File: src/rtl/id_ex_stage.sv
// ID/EX pipeline register for the pipelined RV32I core.
// Registers the decode control bundle and operands into EX, inserts bubbles
// on load-use hazards, applies branch/jump flushes and holds a sticky halt
// once a PCWrite=0 (ECALL/FENCE-class) op reaches EX.
module id_ex_stage #(
   parameter int XLEN = 32,
   parameter int RA_W = 5
) (
   input  logic              clk,
   input  logic              rst,
   input  logic              id_valid,
   input  logic [10:0]       id_ctrl,
   input  logic [XLEN-1:0]   id_pc,
   input  logic [XLEN-1:0]   id_rs1_data,
   input  logic [XLEN-1:0]   id_rs2_data,
   input  logic [XLEN-1:0]   id_imm,
   input  logic [3*RA_W-1:0] id_regs,
   input  logic [3:0]        id_funct,
   input  logic              id_use_rs1,
   input  logic              id_use_rs2,
   input  logic              flush,
   output logic              ex_valid,
   output logic [10:0]       ex_ctrl,
   output logic [XLEN-1:0]   ex_pc,
   output logic [XLEN-1:0]   ex_rs1_data,
   output logic [XLEN-1:0]   ex_rs2_data,
   output logic [XLEN-1:0]   ex_imm,
   output logic [3*RA_W-1:0] ex_regs,
   output logic [3:0]        ex_funct,
   output logic              stall_if,
   output logic              halted
);

   // Control bundle bit positions:
   // {Branch,MemRead,MemtoReg,ALUOp[1:0],MemWrite,ALUSrc,RegWrite,PCWrite,rfWriteSelect[1:0]}
   localparam int CTRL_MEMREAD = 9;
   localparam int CTRL_PCWRITE = 2;

   logic [RA_W-1:0] id_rs1;
   logic [RA_W-1:0] id_rs2;
   logic [RA_W-1:0] ex_rd;
   logic            load_use;
   logic            ex_halt;

   assign id_rs1 = id_regs[3*RA_W-1:2*RA_W];
   assign id_rs2 = id_regs[2*RA_W-1:RA_W];
   assign ex_rd  = ex_regs[RA_W-1:0];

   // Hazard detection and fetch stall; uses only EX registers, ID register
   // numbers/use flags, id_valid and flush (no path from ID data buses).
   always_comb begin
      load_use = 1'b0;
      ex_halt  = 1'b0;
      stall_if = 1'b0;
      load_use = ex_valid && ex_ctrl[CTRL_MEMREAD] && (ex_rd != '0) && id_valid &&
                 ((id_use_rs1 && (id_rs1 == ex_rd)) || (id_use_rs2 && (id_rs2 == ex_rd)));
      ex_halt  = ex_valid && !ex_ctrl[CTRL_PCWRITE];
      stall_if = !flush && (load_use || halted || ex_halt);
   end

   // Pipeline register update: reset, flush, halt, load-use bubble, capture.
   always_ff @(posedge clk) begin
      if (rst) begin
         ex_valid    <= 1'b0;
         ex_ctrl     <= '0;
         ex_pc       <= '0;
         ex_rs1_data <= '0;
         ex_rs2_data <= '0;
         ex_imm      <= '0;
         ex_regs     <= '0;
         ex_funct    <= '0;
         halted      <= 1'b0;
      end else if (flush || halted || ex_halt || load_use) begin
         // All bubble cases share the same zeroed EX contents; only the halt
         // case (without flush) additionally sets the sticky halted bit.
         ex_valid    <= 1'b0;
         ex_ctrl     <= '0;
         ex_pc       <= '0;
         ex_rs1_data <= '0;
         ex_rs2_data <= '0;
         ex_imm      <= '0;
         ex_regs     <= '0;
         ex_funct    <= '0;
         if (!flush && (halted || ex_halt)) begin
            halted <= 1'b1;
         end
      end else begin
         ex_valid    <= id_valid;
         ex_ctrl     <= id_valid ? id_ctrl : '0;
         ex_pc       <= id_pc;
         ex_rs1_data <= id_rs1_data;
         ex_rs2_data <= id_rs2_data;
         ex_imm      <= id_imm;
         ex_regs     <= id_regs;
         ex_funct    <= id_funct;
      end
   end

endmodule

File: config.mk
export PLATFORM = sky130hd
export DESIGN_NAME = id_ex_stage
export DESIGN_NICKNAME = d
export VERILOG_FILES = /design/src/rtl/id_ex_stage.sv
export SDC_FILE = /design/constraint.sdc
export NUM_CORES = 1
export LEC_CHECK = 0
export CELL_PAD_IN_SITES_DETAIL_PLACEMENT = 0
export CELL_PAD_IN_SITES_GLOBAL_PLACEMENT = 1
export CORE_AREA = 5 5 157 144
export DETAILED_ROUTE_END_ITERATION = 6
export DIE_AREA = 0 0 162 149
export HOLD_SLACK_MARGIN = 0.06
export PLACE_DENSITY = 0.85
export SLEW_MARGIN = 0
export SYNTH_ARGS = -nofsm -noshare
export SYNTH_HDL_FRONTEND = slang
export SYNTH_SLANG_ARGS = --single-unit
File: constraint.sdc
create_clock -name clk -period 1.7 [get_ports clk]
set_input_delay 0.34 -clock clk [delete_from_list [all_inputs] [get_ports clk]]
set_output_delay 0.34 -clock clk [all_outputs]
set_load 0.02 [all_outputs]
==> out/results.ini <==
[run_status]
status = complete, but fails checks
violations = negative setup slack

[cells_and_area]
syn_to_final_growth_pct = 90.36
nNetsFinal = 1073
fin_area_sq_um = 10050
n_fill_cell = 1943
layout_common_cells = clkdlybuf4s50_1 (164), a21oi_1 (159), dfxtp_1 (155)
drive_gt1_frac = 0.1182
layout_commonest_cell = clkdlybuf4s50_1
diodes = 0

[place]
dpl.hpwl_microns = 14070
placed_cell_area_sq_um = 9024
gp_congestion = 0.8212
io_buffers = 324

[synthesis]
syn-num-nets = 738
ys_warn_count = 0
synthCells = 574
ys_top_cells_by_area = dfxtp_1 (61%), a21oi_1 (15%), nand3_1 (14%)
yosys.area.top_type_share = 0.6065
synth.distinct_cells = 16
synth_seq_cells = 160
yosysSeqAreaShare = 0.6065
synth_area_per_cell_sq_um = 9.201
syn-cell-area_sq_um = 5281
synth_top_area_cell = dfxtp_1

[worst_hold_path]
hold_depth = 3
min-delay-start = id_regs[9]
min_path_type = input pin to flop
whs_endpoint = ex_regs[9]

[detailed_routing]
ant_nets = 0
drt_pass1_iterations = 4
wl_per_cell_microns = 18.52
drt-total-wl_microns = 21890
via_count = 5689
via_per_inst = 4.813
initialDrtViolationCount = 414
route.detailed.drc = 0

[floorplan]
die_w_microns = 162
fp.dieH_microns = 149
die-area_sq_um = 24140
rows = 50
core_sq_um = 20640
ios = 325
start_util = 0.2558

[clocking]
hold_buffers = 0
htreeDepth = 4
cts_buffer_depth = 2
cts_root_buf = clkbuf_16
numCtsBuffers = 17
cts.sinks = 160
cts_tree = done
cts.reportedPaths.clkPinSlew_ps = 70
insertion_delay_ps = 420

[power]
leakagePower_nw = 5.052
vdd_drop_max_uv = 528.4
power.total_w = 0.009183
pwr_density_cell_nw_per_um2 = 913.4

[timing]
setup_ws_ps = -294.2
min_period_ps = 1994
report.final.slew_viol_count = 0
rsz0062_at_grt = true
worst_pin_slew_ps = 527.7
slew_headroom = 0.6482
max_freq_ghz = 0.5015
setup_viol = 129
hold_violations = 0
skew_ps = 11.00
whs_ps = 342.4
finalSetupTns_ps = -12200
finalCritPeriodShare = 1.173

[setup_path]
crit_fanout = 2
crit_path_max_incr_delay_ps = 500
worst_setup_path_start_kind = input pin
critPathKind = input pin to output pin
reg2reg_to = ex_imm[11]
required_ps = 1360
r2r-start = ex_regs[1]
r2r.worst_path.cells = 9
arrival_ps = 1650
rrSetupSlack_ps = -140
slowest_stage = clkdlybuf4s50_1
crit_path_end_kind = output pin
path_cells = clkdlybuf4s50_1 -> xnor2_1 -> nand4_1 -> o22ai_4 -> a31o_2 -> buf_6

[global_routing]
grt_max_degree = 111
antenna_found_initial = 0
grt_use_total = 0.1579
overflow = 0
grt_pass1_wl_microns = 30240
grt_pass1_vias = 5379

[flow_run]
maxCapViolations = 0

## layout make-up
type                    instances  area [sq um]  share of cell area
multi-input cells             343          1854              0.1844
repair buffers                385          4069              0.4047
inverters                       2         7.507           0.0007467
flip-flops and latches        160          3212              0.3195
well taps                     260         325.3             0.03236
clock buffers                  18         439.2             0.04368
clock inverters                14         146.4             0.01456
## cells by family after synthesis
logic type / count (synthesis) / synth area share
AND/OR/NAND/NOR: 169 / 0.1618
XOR/XNOR: 10 / 0.01658
flip-flops: 160 / 0.6065
buffers and inverters: 71 / 0.05591
AO/OA/AOI/OAI: 164 / 0.1592
## metrics by stage
| stage | utilization | instances | setup slack (ps) |
|---|---|---|---|
| after global routing | 0.4870 | 1182 | -376.4 |
| after floorplan | - | 574 | 15.32 |
| final | 0.4870 | 1182 | -294.2 |
| after global placement | 0.4371 | 1129 | -863.0 |
| after CTS | 0.4595 | 1160 | -299.3 |
| after detailed placement | 0.4371 | 1129 | -865.8 |
## worst max-delay path by stage
stage,startpoint,endpoint,cells past startpoint
global route,ex_regs[1],stall_if,5
global placement,id_regs[14],stall_if,6
floorplan,ex_valid,stall_if,4
detailed placement,id_regs[11],stall_if,6
CTS,ex_regs[1],stall_if,5
finish,id_regs[6],stall_if,6
## sequential cells by signal, summed over array words and instances, names as in the netlist
name,cells
ex_rs1_data,32
ex_imm,32
ex_ctrl,11
ex_funct,4
ex_rs2_data,32
halted,1
ex_valid,1
ex_regs,15
ex_pc,32
## cells in the mapped netlist
master / count
a21oi_2: 2
a21oi_1: 159
buf_2: 23
buf_1: 8
a31o_2: 1
dfxtp_1: 160
inv_1: 2
nor3_1: 1
clkbuf_1: 38
nand2_1: 2
nand4_1: 13
o22ai_2: 1
xnor2_1: 10
nor2_1: 4
a31oi_1: 1
nand3_1: 149
## power breakdown
group / switching, W / internal, W
Clock: 0.00171 / 0.00212
Sequential: 0.0000442 / 0.00390
Combinational: 0.000661 / 0.000747
## repair_timing
action / 4_1_cts / 5_1_grt
buffers inserted: 0 / 11
pin swaps: 6 / 0
gates cloned: 0 / 11
setup endpoints to repair: 244 / 173
resized for setup: 127 / 64
## worst max-delay path: cells and delay by family
family	cells	cell delay (ps)
xor+xnor	1	130
simple gates	1	160
compound gates	2	400
buf+inv	2	620
## metal layers
metal	share of wire	GRT usage
met5	0	0
met4	0.017	0.04989
met3	0.096	0.06438
met2	0.48	0.2569
met1	0.41	0.1917
Note: power is estimated with default switching activity, not from simulation.
